$ cat config.mk
export PLATFORM = sky130hd
export DESIGN_NAME = pla_cfg_loader_flat
export DESIGN_NICKNAME = d
export VERILOG_FILES = /design/src/rtl/pla_cfg_loader_if.sv /design/src/rtl/pla_cfg_loader.sv /design/src/flat_wrapper.sv
export SDC_FILE = /design/constraint.sdc
export NUM_CORES = 2
export LEC_CHECK = 0
export ABC_AREA = 1
export CAP_MARGIN = 20
export CORE_AREA = 2 2 521 523
export CTS_BUF_LIST = sky130_fd_sc_hd__clkbuf_4 sky130_fd_sc_hd__clkbuf_8
export DETAILED_ROUTE_END_ITERATION = 6
export DIE_AREA = 0 0 523 525
export GPL_ROUTABILITY_DRIVEN = 0
export SETUP_SLACK_MARGIN = 0.02
export SYNTH_ARGS = -nofsm -noshare
export SYNTH_HDL_FRONTEND = slang
export SYNTH_SLANG_ARGS = --single-unit
$ cat constraint.sdc
create_clock -name clk -period 2.19 [get_ports clk]
set_input_delay 0.5475 -clock clk [delete_from_list [all_inputs] [get_ports clk]]
set_output_delay 0.5475 -clock clk [all_outputs]
set_load 0.01 [all_outputs]
$ cat src/rtl/pla_cfg_loader_if.sv
// Configuration word stream (valid/ready) feeding the PLA programming-plane loader.
interface pla_cfg_loader_if #(
  parameter int WORD_WIDTH = 32
);
  logic [WORD_WIDTH-1:0] in_data;
  logic                  in_valid;
  logic                  in_ready;

  modport master (output in_data, output in_valid, input in_ready);
  modport slave  (input in_data, input in_valid, output in_ready);
endinterface

$ cat src/rtl/pla_cfg_loader.sv
// PLA programming-plane loader: streams words into shadow AND/OR rows, then commits them atomically.
// Optional trailing XOR checksum word is enabled by defining PLA_LOADER_CHK_EN.
module pla_cfg_loader #(
  parameter int IN_WIDTH   = 16,
  parameter int OUT_WIDTH  = 8,
  parameter int AND_WIDTH  = 32,
  parameter int WORD_WIDTH = 32
) (
  input  logic                   clk,
  input  logic                   rst_n,
  input  logic                   start,
  pla_cfg_loader_if.slave        in_if,
  output logic [2*IN_WIDTH-1:0]  and_sel [AND_WIDTH],
  output logic [AND_WIDTH-1:0]   or_sel  [OUT_WIDTH],
  output logic                   busy,
  output logic                   cfg_valid,
  output logic                   err
);

  localparam int AND_RW = 2 * IN_WIDTH;
  localparam int AW     = (AND_RW + WORD_WIDTH - 1) / WORD_WIDTH;
  localparam int OW     = (AND_WIDTH + WORD_WIDTH - 1) / WORD_WIDTH;
  localparam int MAXR   = (AND_WIDTH > OUT_WIDTH) ? AND_WIDTH : OUT_WIDTH;
  localparam int MAXW   = (AW > OW) ? AW : OW;
  localparam int ROW_W  = (MAXR > 1) ? $clog2(MAXR) : 1;
  localparam int WRD_W  = (MAXW > 1) ? $clog2(MAXW) : 1;
  localparam int AIW    = (AND_WIDTH > 1) ? $clog2(AND_WIDTH) : 1;
  localparam int OIW    = (OUT_WIDTH > 1) ? $clog2(OUT_WIDTH) : 1;

  localparam logic [ROW_W-1:0] AROW_LAST = ROW_W'(AND_WIDTH - 1);
  localparam logic [ROW_W-1:0] OROW_LAST = ROW_W'(OUT_WIDTH - 1);
  localparam logic [WRD_W-1:0] AW_LAST   = WRD_W'(AW - 1);
  localparam logic [WRD_W-1:0] OW_LAST   = WRD_W'(OW - 1);

  typedef enum logic [2:0] {
    S_IDLE,
    S_LOAD_AND,
    S_LOAD_OR,
`ifdef PLA_LOADER_CHK_EN
    S_CHECK,
`endif
    S_COMMIT,
    S_DONE
  } state_e;

  state_e state_q, state_d;

  logic [ROW_W-1:0] row_q;
  logic [WRD_W-1:0] wrd_q;

  // Shadow rows are kept word-aligned; excess high bits are dropped at commit.
  logic [AW*WORD_WIDTH-1:0] and_sh_q [AND_WIDTH];
  logic [OW*WORD_WIDTH-1:0] or_sh_q  [OUT_WIDTH];
  logic [AND_RW-1:0]        and_live_q [AND_WIDTH];
  logic [AND_WIDTH-1:0]     or_live_q  [OUT_WIDTH];
  logic                     cfg_valid_q;

  logic go, xfer, ld_and, ld_or, in_load, commit_ok, row_done_a, row_done_o;
  logic [AIW-1:0] aidx;
  logic [OIW-1:0] oidx;

  assign aidx       = row_q[AIW-1:0];
  assign oidx       = row_q[OIW-1:0];
  assign xfer       = in_if.in_valid & in_if.in_ready;
  assign row_done_a = xfer && ld_and && (wrd_q == AW_LAST);
  assign row_done_o = xfer && ld_or  && (wrd_q == OW_LAST);

  // state register
  always_ff @(posedge clk or negedge rst_n) begin
    if (!rst_n) state_q <= S_IDLE;
    else        state_q <= state_d;
  end

  // next state
  always_comb begin
    state_d = state_q;
    case (state_q)
      S_IDLE, S_DONE: if (start) state_d = S_LOAD_AND;
      S_LOAD_AND:     if (row_done_a && row_q == AROW_LAST) state_d = S_LOAD_OR;
`ifdef PLA_LOADER_CHK_EN
      S_LOAD_OR:      if (row_done_o && row_q == OROW_LAST) state_d = S_CHECK;
      S_CHECK:        if (xfer) state_d = S_COMMIT;
`else
      S_LOAD_OR:      if (row_done_o && row_q == OROW_LAST) state_d = S_COMMIT;
`endif
      S_COMMIT:       state_d = S_DONE;
      default:        state_d = S_IDLE;
    endcase
  end

  // outputs
  always_comb begin
    ld_and          = (state_q == S_LOAD_AND);
    ld_or           = (state_q == S_LOAD_OR);
    in_load         = ld_and | ld_or;
    go              = start && (state_q == S_IDLE || state_q == S_DONE);
    busy            = !(state_q == S_IDLE || state_q == S_DONE);
`ifdef PLA_LOADER_CHK_EN
    in_if.in_ready  = in_load || (state_q == S_CHECK);
`else
    in_if.in_ready  = in_load;
`endif
  end

  // row/word counters and shadow writes
  always_ff @(posedge clk or negedge rst_n) begin
    if (!rst_n) begin
      row_q <= '0;
      wrd_q <= '0;
      for (int r = 0; r < AND_WIDTH; r++) and_sh_q[r] <= '0;
      for (int r = 0; r < OUT_WIDTH; r++) or_sh_q[r]  <= '0;
    end else if (go) begin
      row_q <= '0;
      wrd_q <= '0;
    end else if (xfer && in_load) begin
      if (ld_and) begin
        for (int w = 0; w < AW; w++)
          if (wrd_q == WRD_W'(w)) and_sh_q[aidx][w*WORD_WIDTH +: WORD_WIDTH] <= in_if.in_data;
      end else begin
        for (int w = 0; w < OW; w++)
          if (wrd_q == WRD_W'(w)) or_sh_q[oidx][w*WORD_WIDTH +: WORD_WIDTH] <= in_if.in_data;
      end
      if (row_done_a || row_done_o) begin
        wrd_q <= '0;
        // Row counter wraps when a plane is finished.
        if ((ld_and && row_q == AROW_LAST) || (ld_or && row_q == OROW_LAST)) row_q <= '0;
        else row_q <= row_q + ROW_W'(1);
      end else begin
        wrd_q <= wrd_q + WRD_W'(1);
      end
    end
  end

  // live arrays only move on a successful commit
  always_ff @(posedge clk or negedge rst_n) begin
    if (!rst_n) begin
      cfg_valid_q <= 1'b0;
      for (int r = 0; r < AND_WIDTH; r++) and_live_q[r] <= '0;
      for (int r = 0; r < OUT_WIDTH; r++) or_live_q[r]  <= '0;
    end else if (state_q == S_COMMIT && commit_ok) begin
      cfg_valid_q <= 1'b1;
      for (int r = 0; r < AND_WIDTH; r++) and_live_q[r] <= and_sh_q[r][AND_RW-1:0];
      for (int r = 0; r < OUT_WIDTH; r++) or_live_q[r]  <= or_sh_q[r][AND_WIDTH-1:0];
    end
  end

`ifdef PLA_LOADER_CHK_EN
  logic [WORD_WIDTH-1:0] acc_q;
  logic                  chk_ok_q, err_q;

  // The checksum verdict is registered and acted on in COMMIT, so pass and fail both settle one edge later.
  always_ff @(posedge clk or negedge rst_n) begin
    if (!rst_n) begin
      acc_q    <= '0;
      chk_ok_q <= 1'b0;
      err_q    <= 1'b0;
    end else if (go) begin
      acc_q    <= '0;
      chk_ok_q <= 1'b0;
      err_q    <= 1'b0;
    end else if (xfer && in_load) begin
      acc_q <= acc_q ^ in_if.in_data;
    end else if (xfer && state_q == S_CHECK) begin
      chk_ok_q <= (in_if.in_data == acc_q);
    end else if (state_q == S_COMMIT && !chk_ok_q) begin
      err_q <= 1'b1;
    end
  end

  assign commit_ok = chk_ok_q;
  assign err       = err_q;
`else
  assign commit_ok = 1'b1;
  assign err       = 1'b0;
`endif

  assign cfg_valid = cfg_valid_q;
  assign and_sel   = and_live_q;
  assign or_sel    = or_live_q;

endmodule

$ cat src/flat_wrapper.sv
// flat-port wrapper written by rule: the top's interface ports become plain ports
module pla_cfg_loader_flat 
#(
  parameter int IN_WIDTH   = 16,
  parameter int OUT_WIDTH  = 8,
  parameter int AND_WIDTH  = 32,
  parameter int WORD_WIDTH = 32
)
  (clk, rst_n, start, and_sel, or_sel, busy, cfg_valid, err, in_if_in_data, in_if_in_valid, in_if_in_ready);
  pla_cfg_loader_if #(.WORD_WIDTH(WORD_WIDTH)) in_if_i ();
  input  logic clk;
  input  logic rst_n;
  input  logic start;
  output logic [2*IN_WIDTH-1:0] and_sel[AND_WIDTH];
  output logic [AND_WIDTH-1:0] or_sel[OUT_WIDTH];
  output logic busy;
  output logic cfg_valid;
  output logic err;
  input wire logic [$bits(in_if_i.in_data)-1:0] in_if_in_data;
  input wire logic [$bits(in_if_i.in_valid)-1:0] in_if_in_valid;
  output wire logic [$bits(in_if_i.in_ready)-1:0] in_if_in_ready;
  assign in_if_i.in_data = in_if_in_data;
  assign in_if_i.in_valid = in_if_in_valid;
  assign in_if_in_ready = in_if_i.in_ready;
  pla_cfg_loader #(.IN_WIDTH(IN_WIDTH), .OUT_WIDTH(OUT_WIDTH), .AND_WIDTH(AND_WIDTH), .WORD_WIDTH(WORD_WIDTH)) u_core (.clk(clk), .rst_n(rst_n), .start(start), .in_if(in_if_i), .and_sel(and_sel), .or_sel(or_sel), .busy(busy), .cfg_valid(cfg_valid), .err(err));
endmodule
After elaboration in Yosys (flattened, before gate mapping)
Cells that the tools add are included.
W data, S select, Z words.
{"block": "totals", "regBits": 2570, "in_bits": 36, "output_inout_bits": 1284, "elab_cells": 147}
{"block": "classes", "add_sub_neg": 2, "order_cmp": 4, "n_eq_ne": 9, "muxes": 17, "n_bitwise": 7, "n_reduce_logical": 24}
{"cell": "$bwmux W1024", "n": 1}
{"cell": "$bwmux W256", "n": 1}
{"cell": "$demux W32 S5", "n": 1}
{"cell": "$demux W32 S3", "n": 1}
{"cell": "$mux W32", "n": 2}
{"cell": "$mux W5", "n": 4}
{"cell": "$logic_and A1 B1 Y1", "n": 12}
{"cell": "$pmux W3 S4", "n": 1}
{"cell": "$mux W3", "n": 3}
{"cell": "$reduce_and A4 Y1", "n": 2}
{"cell": "$eq A3 B2 Y1 const B", "n": 2}
{"cell": "$ge A6 B6 Y1 const B", "n": 1}
{"cell": "$lt A6 B1 Y1 const B", "n": 1}
{"cell": "$ne A2 B2 Y1 const B", "n": 3}
{"cell": "$not A5 Y6", "n": 1}
{"cell": "$add A5 B1 Y5 const B", "n": 1}
{"cell": "$eq A5 B3 Y1 const B", "n": 1}
{"cell": "$eq A5 B5 Y1 const B", "n": 1}
{"cell": "$ge A4 B4 Y1 const B", "n": 1}
{"cell": "$lt A4 B1 Y1 const B", "n": 1}
{"cell": "$not A3 Y4", "n": 1}
{"cell": "$reduce_bool A2 Y1", "n": 2}
{"cell": "$eq A3 B1 Y1 const B", "n": 1}
{"cell": "$eq A3 B3 Y1 const B", "n": 1}
{"cell": "11 further kinds", "n": 17}

Logic depth before layout (Yosys ltp)
{"block": "depth", "ltp_word": 9, "depth_mapped": 10, "ltp_nobuf": 9}

Worst setup path after synthesis
OpenSTA, ideal clock, no wires.
{"block": "synth_path", "path_type": "register -> register", "start": "reg u_core.row_q[0] (netlist: u_core.aidx[0])", "end": "reg u_core.and_sh_q[48] in the netlist's numbering", "setup_ps": 132, "arrival_ps": 1908, "required_time_ps": 2058, "setup_slack_ps": 150, "stages_incl_launch_ff": 9, "n_path_buf": 2, "synth_period_minus_slack_ps": 2040, "path_cell_list": "dfrtp_1 > clkbuf_1 > inv_1 > ha_1 > inv_1 > nor2_1 > nand2_2 > clkbuf_1 > o21ai_1"}
{"block": "synth_via", "elab_chain_cells": 6, "elab_cells_between_ends": 7, "classes_between": "order compare: 2; mux: 3; bitwise: 1; reduce/logical: 1"}
{"element": "from (decl)", "line_no": "pla_cfg_loader.sv:48", "source": "logic [ROW_W-1:0] row_q;"}
{"element": "from (signal assigned)", "line_no": "pla_cfg_loader.sv:127", "source": "else row_q <= row_q + ROW_W'(1);"}
{"element": "$not A5 Y6 (implied by the code) (*)", "line_no": "pla_cfg_loader.sv:118", "source": "if (wrd_q == WRD_W'(w)) and_sh_q[aidx][w*WORD_WIDTH +: WORD_WIDTH] <= in_if.in_data;"}
{"element": "$ge A6 B6 Y1 (implied by the code) / $lt A6 B1 Y1 (equally long branches)", "line_no": "pla_cfg_loader.sv:118"}
{"element": "$logic_and A1 B1 Y1 (implied by the code)", "line_no": "pla_cfg_loader.sv:118"}
{"element": "$mux W32 (implied by the code)", "line_no": "pla_cfg_loader.sv:118"}
{"element": "$demux W32 S5 (*)", "line_no": "pla_cfg_loader.sv:118"}
{"element": "$bwmux W1024 (*)", "line_no": "pla_cfg_loader.sv:118"}
{"element": "to (signal, indexed assignment)", "line_no": "pla_cfg_loader.sv:118"}
{"element": "to (decl)", "line_no": "pla_cfg_loader.sv:52", "source": "logic [AW*WORD_WIDTH-1:0] and_sh_q [AND_WIDTH];"}
Mark *: on every way between the ends. The rest lies on a longest branch, timed or not.
A chain may end at the register's enable or synchronous reset.

Worst setup path after layout
{"block": "layout_path", "start": "reg u_core.state_q[1]", "end": "out in_if_in_ready"}
{"block": "layout_via", "elab_chain_cells": 2, "elab_cells_between_ends": 3, "classes_between": "eq/ne: 2; bitwise: 1"}
{"element": "from (decl)", "line_no": "pla_cfg_loader.sv:46", "source": "state_e state_q, state_d;"}
{"element": "from (signal assigned)", "line_no": "pla_cfg_loader.sv:71", "source": "else state_q <= state_d;"}
{"element": "$eq A3 B1 Y1 / $eq A3 B2 Y1 (equally long branches)", "line_no": "pla_cfg_loader.sv:93, pla_cfg_loader.sv:94"}
{"element": "$or A1 B1 Y1 (*)", "line_no": "pla_cfg_loader.sv:95", "source": "in_load = ld_and | ld_or;"}
{"element": "to (decl)", "line_no": "flat_wrapper.sv:21", "source": "output wire logic [$bits(in_if_i.in_ready)-1:0] in_if_in_ready;"}
Marked as above.

==> impl_results.md <==
* Area growth from synthesis to final layout at 31.4%
* Final wirelength at 349 mm
* Status: finished, violations left
* Core ar. at 269000 µm²
* Critical path peak fanout at 4
* DR vias at 68100
* PD cells at 1080 nW/µm²
* CP Capture Type: primary output
* CTS tree: done
* Slew Viols, Final at 0
* Largest net degree at the start of global routing at 109
* Yosys reg bits at 2570
* Syn Nets at 8196
* Initial DRC count at 5681
* I/O pins at 1320
* Max Freq at 418 MHz
* Via/cell ratio at 4.88
* Fin crit share at 109%
* Seq/Total Area, Yosys at 67.6%
* Max Root-Sink Buffers at 4
* Slew @ Worst Pin at 0.735 ns
* Hold Slack at 0.104 ns
* Layout cells sized above 1 at 38.6%
* Worst EP required at 1.64 ns
* Die span in x at 523 µm
* Antenna violations before repair at 30
* Total chip power at 135000 µW
* Critical Path, Cell by Cell: inv_2 -> nand3_2 -> nand2_2 -> buf_6
* Worst path bufs/invs at 2
* H-tree levels at 5
* Vias in the first global route at 68700
* Violated checks: negative setup slack
* First-pass GRT wire length at 497 mm
* Crit-path max cell delay at 0.43 ns
* Endpoints failing hold at 0
* Post-route minimum period at 2.39 ns
* Crit path max-delay family: flip-flops
* Initial Util at 35.3%
* Max IR drop VDD at 0.926 mV
* Pre-antenna DRT Iters at 5
* Worst slew margin at 51.0%
* Slowest-stage cell, CP: dfrtp_2
* DRC viols at 0
* Synth Cell Area at 95200 µm²
* Crit Path Category: register to primary output
* Post-synthesis cell count at 8155
* RSZ-0062 raised after global routing: yes
* Setup crit start kind: register
* Clock Tree Root: clkbuf_8
* Total grt overflow at 0
* Leak at 0.0663 µW
* Row cnt at 191
* Post-route ant nets at 0
* Setup WS post-layout at -0.203 ns
* Synthesized area per cell at 11.7 µm²
* Post-DP HPWL at 233 mm
* Maxcap violations at 0
* Post-synth cell types at 26
* Routed wire per std cell at 25.0 µm
* Die Area at 275000 µm²
* Clk_lat worst skew at 1.09 ns
* Final-stage net count at 10100
* Filler cell count at 24500
* Yosys Warn Count at 0
* Clock Sinks at 2570
* Die H at 525 µm
* Clock Pin Slew Worst Setup and Hold Paths at 0.06 ns
* Input/output buffers at 1318
* Hold WC Path Type: input pin to register
* Total track usage at 24.9%
* Clock Skew at 0.0729 ns
* CP arrival at 1.85 ns
* Setup-failing EPs final at 171
* TritonCTS Buffers at 419
[cells in the final DEF, fill, tap and decap left out, drive strengths merged, types with 31 or more instances in the layout]
| cell | netlist | layout |
|---|---|---|
| clkbuf | 312 | 941 |
| dlygate4sd3 | 0 | 31 |
| mux2 | 1056 | 1056 |
| dfrtp | 2570 | 2570 |
| nand3 | 31 | 31 |
| clkinv | 0 | 46 |
| o21ai | 963 | 963 |
| inv | 285 | 294 |
| nand2 | 2647 | 2647 |
| buf | 233 | 1720 |
[per-stage QoR]
stage          util, %  cell area [µm²]  std cells  setup WS (ns)  setup TNS, ns
2_1_floorplan        -            95200       8155          0.150              0
3_3_place_gp      42.9           115000      12900         -0.258        -163.03
3_5_place_dp      42.9           115000      12900         -0.322        -181.16
4_1_cts           46.0           124000      13800         -0.332        -143.60
5_1_grt           46.4           125000      13900         -0.334         -75.65
6_report          46.4           125000      14000         -0.203          -4.25
[cell usage after synthesis (all sizes together)]
master	number	area share, %
nand2	2647	10
dfrtp	2570	68
mux2	1056	12
o21ai	963	5.1
clkbuf	312	1.2
inv	285	1.1
buf	233	1.2
nand3	31	0.22
nor2	27	0.19
nor3	17	0.29
ha	5	0.066
nand4	5	0.033
a211oi	1	0.0079
a21oi	1	0.0053
conb	1	0.0039
or2	1	0.0066
[metal layers]
layer,share of wire (%),GRT usage [%]
met1,40,31.6
met2,46,39.0
met3,9.6,8.36
met4,4.1,9.82
met5,0.0092,0
[power by group]
part           internal [µW]  leakage (µW)  switching (µW)
sequential             54600        0.0340            5270
clock                  25600       0.00494           20000
combinational          14100        0.0273           15700
[logic make-up (layout without fill, tap and decap cells)]
kind of cell	after synthesis	in the layout	share of synthesized area, %
multiplexers	1056	1056	12.5
adder cells (fa/ha/maj)	5	5	0.0657
flip-flops	2570	2570	67.6
AO/OA/AOI/OAI	965	965	5.08
buffers and inverters	830	3048	3.60
AND/OR/NAND/NOR	2728	2728	11.2
other	1	15	0.00394
[layout make-up]
cell class / instances / area [µm²] / area share (%)
Sequential cell: 2570 / 64500 / 51.5
Multi-Input combinational cell: 4755 / 27600 / 22.0
Timing Repair Buffer: 2009 / 18200 / 14.6
Clock buffer: 685 / 8450 / 6.75
Tap cell: 3570 / 4470 / 3.57
Inverter: 285 / 1080 / 0.860
Clock inverter: 69 / 825 / 0.659
Antenna cell: 14 / 35.0 / 0.0280
[repair_timing]
item | 4_1_cts | 5_1_grt
hold endpoints to repair | 2388 | 0
resized for setup | 5137 | 920
gates cloned | 0 | 2
pin swaps | 2 | 3
buffers inserted | 132 | 150
hold buffers | 31 | 0
endpoints found under the setup margin | 1482 | 1415
[worst register-to-register path, cell delays in order (launching register included)]
cell     delay (ns)
dfrtp_2        0.44
buf_4          0.15
buf_4          0.13
buf_4          0.14
nand3_4        0.12
buf_12         0.17
buf_12         0.21
buf_16         0.32
mux2_2         0.41
[sequential cells by signal, indices dropped and copies added, names as in the netlist]
| name | count |
|---|---|
| u_core.and_sel | 1024 |
| u_core.and_sh_q | 1024 |
| u_core.or_sel | 256 |
| u_core.or_sh_q | 256 |
| u_core.aidx | 5 |
| u_core.state_q | 3 |
| u_core.cfg_valid | 1 |
| u_core.wrd_q | 1 |
[worst paths after layout]
kind / startpoint / end / slack, ns / depth (start not counted)
max in group asynchronous: rst_n / u_core.and_sh_q[500] / 0.97 / 4
max: u_core.state_q[1] / in_if_in_ready / -0.20 / 4
min reg2reg: u_core.and_sh_q[884] / u_core.and_sel[884] / 0.46 / 1
min: in_if_in_data[28] / u_core.and_sh_q[316] / 0.10 / 4
min in group asynchronous: rst_n / u_core.and_sel[875] / 0.33 / 3
max reg2reg: u_core.state_q[0] / u_core.and_sel[397] / 0 / 8
Note: power is estimated with default switching activity, not from simulation.
